--- config.mk ---
export PLATFORM = sky130hd
export DESIGN_NAME = sram_port_ctrl_flat
export DESIGN_NICKNAME = d
export VERILOG_FILES = /design/src/rtl/sram_port_ctrl_if.sv /design/src/rtl/sram_port_ctrl.sv /design/src/flat_wrapper.sv
export SDC_FILE = /design/constraint.sdc
export NUM_CORES = 1
export LEC_CHECK = 0
export ABC_CLOCK_PERIOD_IN_PS = 2900
export BUFFER_PORTS_ARGS = -buffer_cell sky130_fd_sc_hd__buf_2
export CAP_MARGIN = 20
export CORE_ASPECT_RATIO = 1.75
export CORE_MARGIN = 3
export CORE_UTILIZATION = 51
export CTS_BUF_LIST = sky130_fd_sc_hd__clkbuf_16
export DETAILED_ROUTE_END_ITERATION = 12
export PLACE_DENSITY = 0.8
export SLEW_MARGIN = 5
export SYNTH_ARGS = -nofsm -noshare
export SYNTH_HDL_FRONTEND = slang
export SYNTH_SLANG_ARGS = --single-unit
export TNS_END_PERCENT = 10
--- constraint.sdc ---
create_clock -name clk -period 2.9 [get_ports clk]
set_input_delay 0.145 -clock clk [delete_from_list [all_inputs] [get_ports clk]]
set_output_delay 0.145 -clock clk [all_outputs]
set_load 0.05 [all_outputs]
--- src/rtl/sram_port_ctrl_if.sv ---
// rtl/sram_port_ctrl_if.sv - request/response handshake bundle between a requester and sram_port_ctrl
interface sram_port_ctrl_if #(
    parameter int ADDR_W = 11,
    parameter int DATA_W = 32
);
    logic              req_valid;
    logic              req_ready;
    logic              req_we;
    logic [ADDR_W-1:0] req_addr;
    logic [DATA_W-1:0] req_wdata;
    logic              rsp_valid;
    logic              rsp_ready;
    logic [DATA_W-1:0] rsp_rdata;

    modport master (
        output req_valid, req_we, req_addr, req_wdata, rsp_ready,
        input  req_ready, rsp_valid, rsp_rdata
    );

    modport slave (
        input  req_valid, req_we, req_addr, req_wdata, rsp_ready,
        output req_ready, rsp_valid, rsp_rdata
    );
endinterface

--- src/rtl/sram_port_ctrl.sv ---
// rtl/sram_port_ctrl.sv - single-port SRAM front end with response buffer, EMA register and idle retention
module sram_port_ctrl #(
    parameter int          ADDR_W      = 11,
    parameter int          DATA_W      = 32,
    parameter int          IDLE_CYCLES = 64,
    parameter int          WAKE_CYCLES = 2,
    parameter logic [2:0]  EMA_DEFAULT = 3'b000
) (
    input  logic              clk,
    input  logic              rst,
    sram_port_ctrl_if.slave   bus,
    input  logic              ema_we,
    input  logic [2:0]        ema_cfg,
    input  logic              sleep_en,
    output logic              busy,
    output logic              sram_cen,
    output logic              sram_wen,
    output logic [ADDR_W-1:0] sram_a,
    output logic [DATA_W-1:0] sram_d,
    input  logic [DATA_W-1:0] sram_q,
    output logic [2:0]        sram_ema,
    output logic              sram_retn
);

    localparam int IDLE_W = $clog2(IDLE_CYCLES + 1);
    localparam int WAKE_W = (WAKE_CYCLES > 1) ? $clog2(WAKE_CYCLES) : 1;

    typedef enum logic [1:0] {
        ACTIVE = 2'd0,
        SLEEP  = 2'd1,
        WAKE   = 2'd2
    } state_t;

    state_t state;
    state_t state_nxt;

    logic [IDLE_W-1:0] idle_cnt;
    logic [WAKE_W-1:0] wake_cnt;

    logic [DATA_W-1:0] fifo_mem [2];
    logic              wr_ptr;
    logic              rd_ptr;
    logic [1:0]        count;
    logic              rd_pending;

    logic              wen_q;
    logic [ADDR_W-1:0] a_q;
    logic [DATA_W-1:0] d_q;
    logic [2:0]        ema_q;

    logic              accept;
    logic              pop;
    logic              push;
    logic [2:0]        occupancy;
    logic              idle_cond;
    logic              idle_done;
    logic              wake_done;

    // Slots already promised: buffered entries plus the read in flight, less the one leaving now.
    assign occupancy     = {1'b0, count} + {2'b00, rd_pending} - {2'b00, pop};
    assign bus.req_ready = rst & (state == ACTIVE) & ~ema_we & (occupancy < 3'd2);
    assign accept        = bus.req_valid & bus.req_ready;
    assign pop           = bus.rsp_valid & bus.rsp_ready;
    assign push          = rd_pending;

    assign bus.rsp_valid = (count != 2'd0);
    assign bus.rsp_rdata = fifo_mem[rd_ptr];

    assign busy = rd_pending | (count != 2'd0) | (state == WAKE);

    // Pins follow the request during an access and otherwise hold the last access.
    assign sram_cen = ~accept;
    assign sram_wen = accept ? ~bus.req_we   : wen_q;
    assign sram_a   = accept ? bus.req_addr  : a_q;
    assign sram_d   = accept ? bus.req_wdata : d_q;
    assign sram_ema = ema_q;

    assign idle_cond = (state == ACTIVE) & sleep_en & ~accept & ~rd_pending & (count == 2'd0);
    assign idle_done = idle_cond & (idle_cnt == IDLE_W'(IDLE_CYCLES - 1));
    assign wake_done = (wake_cnt == WAKE_W'(WAKE_CYCLES - 1));

    // State register.
    always_ff @(posedge clk) begin
        if (!rst) state <= ACTIVE;
        else      state <= state_nxt;
    end

    // Next-state logic and retention pin.
    always_comb begin
        state_nxt = state;
        sram_retn = 1'b1;
        case (state)
            ACTIVE: if (idle_done) state_nxt = SLEEP;
            SLEEP: begin
                sram_retn = 1'b0;
                if (bus.req_valid || !sleep_en) state_nxt = WAKE;
            end
            WAKE:   if (wake_done) state_nxt = ACTIVE;
            default: state_nxt = ACTIVE;
        endcase
    end

    // Consecutive idle cycles while sleep is permitted.
    always_ff @(posedge clk) begin
        if (!rst)           idle_cnt <= '0;
        else if (idle_cond) idle_cnt <= idle_cnt + IDLE_W'(1);
        else                idle_cnt <= '0;
    end

    // Settling time after RETN is raised, before requests are taken again.
    always_ff @(posedge clk) begin
        if (!rst)                            wake_cnt <= '0;
        else if (state == WAKE && !wake_done) wake_cnt <= wake_cnt + WAKE_W'(1);
        else                                 wake_cnt <= '0;
    end

    // Last-access pin values, so the macro sees stable A/D/WEN between accesses.
    always_ff @(posedge clk) begin
        if (!rst) begin
            wen_q <= 1'b1;
            a_q   <= '0;
            d_q   <= '0;
        end else if (accept) begin
            wen_q <= ~bus.req_we;
            a_q   <= bus.req_addr;
            d_q   <= bus.req_wdata;
        end
    end

    // A read accepted now has its data on sram_q one cycle later.
    always_ff @(posedge clk) begin
        if (!rst) rd_pending <= 1'b0;
        else      rd_pending <= accept & ~bus.req_we;
    end

    // Response buffer pointers and occupancy.
    always_ff @(posedge clk) begin
        if (!rst) begin
            wr_ptr <= 1'b0;
            rd_ptr <= 1'b0;
            count  <= 2'd0;
        end else begin
            if (push) wr_ptr <= ~wr_ptr;
            if (pop)  rd_ptr <= ~rd_ptr;
            case ({push, pop})
                2'b10:   count <= count + 2'd1;
                2'b01:   count <= count - 2'd1;
                default: count <= count;
            endcase
        end
    end

    // Response buffer storage; contents are meaningless while count is zero.
    always_ff @(posedge clk) begin
        if (push) fifo_mem[wr_ptr] <= sram_q;
    end

    // EMA register; ema_we blocks acceptance, so it never changes under an access.
    always_ff @(posedge clk) begin
        if (!rst)        ema_q <= EMA_DEFAULT;
        else if (ema_we) ema_q <= ema_cfg;
    end

endmodule

--- src/flat_wrapper.sv ---
// flat-port wrapper written by rule: the top's interface ports become plain ports
module sram_port_ctrl_flat 
#(
    parameter int          ADDR_W      = 11,
    parameter int          DATA_W      = 32,
    parameter int          IDLE_CYCLES = 64,
    parameter int          WAKE_CYCLES = 2,
    parameter logic [2:0]  EMA_DEFAULT = 3'b000
)
  (clk, rst, ema_we, ema_cfg, sleep_en, busy, sram_cen, sram_wen, sram_a, sram_d, sram_q, sram_ema, sram_retn, bus_req_valid, bus_req_we, bus_req_addr, bus_req_wdata, bus_rsp_ready, bus_req_ready, bus_rsp_valid, bus_rsp_rdata);
  sram_port_ctrl_if #(.ADDR_W(ADDR_W), .DATA_W(DATA_W)) bus_i ();
  input  logic clk;
  input  logic rst;
  input  logic ema_we;
  input  logic [2:0] ema_cfg;
  input  logic sleep_en;
  output logic busy;
  output logic sram_cen;
  output logic sram_wen;
  output logic [ADDR_W-1:0] sram_a;
  output logic [DATA_W-1:0] sram_d;
  input  logic [DATA_W-1:0] sram_q;
  output logic [2:0] sram_ema;
  output logic sram_retn;
  input wire logic [$bits(bus_i.req_valid)-1:0] bus_req_valid;
  input wire logic [$bits(bus_i.req_we)-1:0] bus_req_we;
  input wire logic [$bits(bus_i.req_addr)-1:0] bus_req_addr;
  input wire logic [$bits(bus_i.req_wdata)-1:0] bus_req_wdata;
  input wire logic [$bits(bus_i.rsp_ready)-1:0] bus_rsp_ready;
  output wire logic [$bits(bus_i.req_ready)-1:0] bus_req_ready;
  output wire logic [$bits(bus_i.rsp_valid)-1:0] bus_rsp_valid;
  output wire logic [$bits(bus_i.rsp_rdata)-1:0] bus_rsp_rdata;
  assign bus_i.req_valid = bus_req_valid;
  assign bus_i.req_we = bus_req_we;
  assign bus_i.req_addr = bus_req_addr;
  assign bus_i.req_wdata = bus_req_wdata;
  assign bus_i.rsp_ready = bus_rsp_ready;
  assign bus_req_ready = bus_i.req_ready;
  assign bus_rsp_valid = bus_i.rsp_valid;
  assign bus_rsp_rdata = bus_i.rsp_rdata;
  sram_port_ctrl #(.ADDR_W(ADDR_W), .DATA_W(DATA_W), .IDLE_CYCLES(IDLE_CYCLES), .WAKE_CYCLES(WAKE_CYCLES), .EMA_DEFAULT(EMA_DEFAULT)) u_core (.clk(clk), .rst(rst), .bus(bus_i), .ema_we(ema_we), .ema_cfg(ema_cfg), .sleep_en(sleep_en), .busy(busy), .sram_cen(sram_cen), .sram_wen(sram_wen), .sram_a(sram_a), .sram_d(sram_d), .sram_q(sram_q), .sram_ema(sram_ema), .sram_retn(sram_retn));
endmodule
# Word level (Yosys, flattened, before mapping)
# Memories as Yosys holds them, arrays and structs flattened. A register that Yosys moved wholly into a read port is not among the register bits.
# Index checks and enable logic that the tools add are counted.
[totals]
reg_bits = 62
latch_bits = 0
ram_bits = 64
mem_bits_ro = 0
in_bits = 85
out_inout_bits = 84
elab_cells = 70
mem_count = 1
[op_classes]
n_addsub = 6
multipliers = 0
n_div = 0
magnitude_cmp = 1
eq_ne = 8
shifts = 0
n_mux = 13
n_bitwise = 19
reduce_logical = 11
[mem_list]
columns = ["name", "depth", "width", "rd", "rd_ports_with_merged_regs", "wr", "line_no", "rtl"]
rows = [
  ["u_core.fifo_mem", 2, 32, 1, 1, 1, "sram_port_ctrl.sv:40", "logic [DATA_W-1:0] fifo_mem [2];"],
]
[op_table]
columns = ["op", "n"]
rows = [
  ["$mux 32", 1],
  ["$and 1x1->1", 11],
  ["$mux 11", 1],
  ["$add 7x1->7 const B", 1],
  ["$eq 7x6->1 const B", 1],
  ["$mux 1", 6],
  ["$mux 2", 3],
  ["$ne 2x1->1 const B", 3],
  ["$not 1->1", 6],
  ["$pmux 2 s3", 1],
  ["$eq 2x1->1 const B", 2],
  ["$eq 2x2->1 const B", 2],
  ["$logic_not 2->1", 2],
  ["$pmux 2 s2", 1],
  ["$reduce_and 2->1", 2],
  ["$reduce_bool 2->1", 2],
  ["$add 2x1->3", 1],
  ["$lt 3x2->1 const B", 1],
  ["$reduce_and 3->1", 1],
  ["$sub 3x1->3", 1],
  ["$add 2x1->2 const B", 1],
  ["$logic_not 1->1", 2],
  ["$or 1x1->1", 2],
  ["$sub 2x1->2 const B", 1],
  ["3 further kinds", 3],
]

# Longest topological paths before layout
[depth]
word_depth = 13
depth_mapped = 9
depth_no_buf = 6

# Worst setup path before layout
# Ideal clock, no wire load.
[synth_timing]
path_type = "reg2out"
from = "reg u_core.count[1]"
to = "out bus_req_ready"
t_arrival_ns = 3.163
required_ns = 2.755
setup_slack_ns = -0.408
path_stages_with_launch = 7
n_path_buf = 1
path_cell_list = "dfxtp_1 -> buf_2 -> and3b_1 -> o21ai_0 -> fa_1 -> xor2_1 -> nor4b_1"
[synth_via]
elab_chain_cells = 5
word_cells_on_any_way = 6
cone_classes = "add/sub (2); order compare (1); bitwise (2); reduce/logical (1)"
[synth_lines]
columns = ["item", "line_no", "rtl"]
rows = [
  ["from (decl)", "sram_port_ctrl.sv:43", "logic [1:0] count;"],
  ["from (signal assigned)", "sram_port_ctrl.sv:146", "2'b10: count <= count + 2'd1;"],
  ["from (signal assigned)", "sram_port_ctrl.sv:147", "2'b01: count <= count - 2'd1;"],
  ["from (signal assigned)", "sram_port_ctrl.sv:148", "default: count <= count;"],
  ["branches (longest 2 deep; another with $add 2x1->3)", "n/a", ""],
  ["$sub 3x1->3 (*)", "sram_port_ctrl.sv:60", "assign occupancy = {1'b0, count} + {2'b00, rd_pending} - {2'b00, pop};"],
  ["$lt 3x2->1 (*)", "sram_port_ctrl.sv:61", "assign bus.req_ready = rst & (state == ACTIVE) & ~ema_we & (occupancy < 3'd2);"],
  ["$and 1x1->1 (*)", "sram_port_ctrl.sv:61", ""],
  ["to (decl)", "flat_wrapper.sv:30", "output wire logic [$bits(bus_i.req_ready)-1:0] bus_req_ready;"],
]
# Mark *: on every way between the ends.

# Final worst setup path
[layout_timing]
from = "reg u_core.count[0]"
to = "out sram_a[0]"
[layout_via]
elab_chain_cells = 7
word_cells_on_any_way = 8
cone_classes = "add/sub (2); order compare (1); mux (1); bitwise (3); reduce/logical (1)"
[layout_lines]
columns = ["item", "line_no", "rtl"]
rows = [
  ["branches (longest 2 deep; another with $add 2x1->3)", "n/a", ""],
  ["$sub 3x1->3 (*)", "sram_port_ctrl.sv:60", ""],
  ["$lt 3x2->1 (*)", "sram_port_ctrl.sv:61", ""],
  ["$and 1x1->1 (*)", "sram_port_ctrl.sv:61", ""],
  ["$and 1x1->1 (*)", "sram_port_ctrl.sv:62", "assign accept = bus.req_valid & bus.req_ready;"],
  ["$mux 11 (*)", "sram_port_ctrl.sv:74", "assign sram_a = accept ? bus.req_addr : a_q;"],
  ["to (decl)", "flat_wrapper.sv:20", "output logic [ADDR_W-1:0] sram_a;"],
]
# Marks and branches as above.

==> reports/metrics.yaml <==
cts:
  clk_latency_ns: 0.41
  clk_pin_slew_ns: 0.06
  cts_tree: "yes"
  cts_max_level: 4
  clock-sinks: 127
  cts_root_buf: "clkbuf_16"
  cts_made_buffers: 17
  clockBufferDepth: 2
synth:
  synth_cells: 483
  netlist-cell-type-count: 39
  syn-num-nets: 570
  syn_area_mm2: 0.00529
  ys_async_sr_fraction_pct: 0
  synth_warnings: 0
  syn_area_per_cell_um2: 11.0
  synthFlopType: "edfxtp_1"
  ys_seq_elements: 127
  synth_seq_area_share_pct: 60.1
  synth-edff-count: 64
power:
  pwr_density_cell_mw_per_mm2: 592
  leakage_uw: 0.00322
  ir_drop_uv: 504
floorplan:
  fp.dieH_um: 141
  dieArea_mm2: 0.0117
  pin_count: 169
  rows: 48
  core_area_mm2: 0.00997
  initial_core_util_pct: 53.1
  die_w_um: 83.0
status:
  violations: "setup timing"
  outcome: "complete, but fails checks"
timing:
  slew_violations: 0
  finalCritPeriodShare_pct: 101
  min_period_ns: 2.93
  setup_tns_ns: -0.485
  fmax_ghz: 0.341
  holdWs_ns: 0.0178
  finalSetupViolCount: 27
  tightest_slew_ns: 0.916
  setup_slack_ns: -0.0333
  hold_viol: 0
  rsz0062_at_grt: "true"
  skew_ns: 0.00941
  relSlewSlack_pct: 38.8
critical_path:
  path_cells: "and3b_2 > o21ai_4 > fa_1 > nand3b_1 > nor3_4 > buf_6 > clkbuf_16 > o21ai_2 > buf_6"
  crit_path_top_delay_cell: "fa_1"
  r2r_end: "u_core.d_q[3]"
  rrSetupSlack_ns: 0.17
  reg2reg_depth: 9
  cp-end-kind: "output port"
  cp-startpoint: "u_core.count[0]"
  required_ns: 2.76
  endpoint: "sram_a[0]"
  arrival_ns: 2.79
  worstReg2RegStart: "u_core.count[0]"
  crit_fanout: 7
  slowest_delay_ns: 0.61
  cpMostUsedCell: "buf_6"
  crit_path_start_kind: "flip-flop"
  crit_type: "flip-flop to output port"
placement:
  place_area_mm2: 0.00623
  io_buffers: 168
  routabilityCongestion: 0.781
  dp_hpwl_mm: 8.12
detailed_routing:
  routed-via-count: 4851
  routedWlPerCell_um: 19.4
  drc: 0
  first_pass_iters: 5
  final_antenna_net_count: 0
  drt_wl_total_mm: 16.5
  drtIter0Drc: 269
  avgViaCountPerCell: 5.69
cells_and_area:
  n_fill_cell: 547
  drive_above_1_share_pct: 40.9
  antenna_cells: 0
  nets: 802
  syn2layout_area_growth_pct: 51.8
  layout_commonest_cell: "buf_2"
  mostFrequentLayoutCells: "128 x buf_2, 64 x edfxtp_1, 62 x dfxtp_1"
  fin_area_mm2: 0.00803
global_routing:
  antenna_found_initial: 0
  gr-total-overflow: 0
  grtUsageTotal_pct: 23.5
  grt_pass1_wl_mm: 22.2
  grt_max_degree: 51
  grt_pass1_vias: 4620
job:
  drv_cap: 0
hold_path:
  hold_class: "input port to flip-flop"
  min_path_cells: 3
==> report_power, final <==
| group | total (µW) | switching, µW | internal (µW) |
|---|---|---|---|
| combinational | 715 | 436 | 279 |
| clock | 2080 | 808 | 1270 |
| sequential | 1960 | 25.4 | 1930 |
==> routing by layer <==
layer  global-route usage, %  vias to the layer above  share of wire, %
met3                    7.13                       50               9.3
met1                    27.4                     2319                34
met5                       0                        -                 0
met2                    40.9                      306                52
met4                    8.01                        0               4.6
li1                        -                     2176                 -
==> area by class of cell <==
class / instances / area, µm² / share of cell area [%]
clock buffers: 17 / 425 / 5.30
clock inverters: 15 / 160 / 1.99
inverters: 42 / 158 / 1.96
multi-input cells: 278 / 1960 / 24.3
flip-flops and latches: 127 / 3190 / 39.7
well taps: 125 / 156 / 1.95
repair buffers: 249 / 1990 / 24.8
==> worst min-delay path by stage <==
stage,slack [ns],from,to
final,0.02,bus_req_wdata[2],u_core.d_q[2]
after CTS,0.002,bus_req_addr[4],u_core.a_q[4]
after global routing,0.01,bus_req_wdata[28],u_core.d_q[28]
after floorplan,0.22,bus_req_we,u_core.push
after global placement,0.33,sram_q[13],u_core.fifo_mem[0][13]
after detailed placement,0.34,sram_q[14],u_core.fifo_mem[0][14]
==> Yosys cell counts (all sizes together), types with 2 or more instances <==
library cell	n	area share, %
and3b	4	0.66
clkbuf	23	1.7
buf	13	2.1
nand4b	2	0.33
and2	3	0.35
nor4b	2	0.33
a21oi	4	0.38
nand3	4	0.38
xor2	3	0.50
o21a	2	0.28
edfxtp	64	36
o21ai	85	8.0
nor2	7	0.50
nand4	40	4.7
inv	42	3.0
mux2i	6	1.1
mux2	35	7.4
or3	3	0.35
dfxtp	63	24
o211ai	2	0.28
nand2	50	3.5
nor2b	9	1.1
nor3	3	0.38
xnor2	3	0.50
nand2b	2	0.24
==> logic make-up (layout without fill, tap and decap cells) <==
group	Yosys count	in the layout	share of synthesized area (%)
compound gates	95	95	9.24
xor+xnor	6	6	0.993
fa+ha+maj	2	2	0.614
buf+inv	78	323	6.74
flops	127	127	60.1
mux	41	41	8.58
simple gates	134	134	13.7
==> registers in the layout (all words and copies together) (netlist names), named ones only <==
| signal | cells |
|---|---|
| u_core.push | 1 |
| u_core.d_q | 32 |
| u_core.state | 2 |
| u_core.count | 2 |
| u_core.rd_ptr | 1 |
| u_core.wake_cnt | 1 |
| u_core.wr_ptr | 1 |
| u_core.wen_q | 1 |
| u_core.fifo_mem | 64 |
| u_core.a_q | 11 |
| u_core.idle_cnt | 7 |
| u_core.sram_ema | 3 |
==> stage by stage <==
| step | cells | util, % | setup WS (ns) | power [µW] |
|---|---|---|---|---|
| 2_1_floorplan | 483 | - | -0.317 | 2350 |
| 3_3_place_gp | 752 | 62.5 | 0.336 | 2490 |
| 3_5_place_dp | 752 | 62.5 | 0.221 | 2500 |
| 4_1_cts | 841 | 75.4 | -0.0321 | 4660 |
| 5_1_grt | 853 | 80.6 | -0.127 | 4910 |
| 6_report | 853 | 80.6 | -0.0333 | 4760 |
==> what timing repair did <==
item / in CTS / in global routing
buffers inserted: 0 / 5
pin swaps: 0 / 4
hold buffers: 56 / 0
gates cloned: 1 / 7
endpoints found under the hold margin: 89 / 0
resized for setup: 41 / 130
setup endpoints to repair: 43 / 44
==> worst max-delay path, delay by kind of cell (launching register included) <==
kind / cells / cell delay (ns)
flip-flops: 1 / 0.36
adder cells (fa/ha/maj): 1 / 0.61
buffers and inverters: 3 / 0.52
AND/OR/NAND/NOR: 3 / 0.75
AO/OA/AOI/OAI: 2 / 0.14
Note: power is estimated with default switching activity, not from simulation.
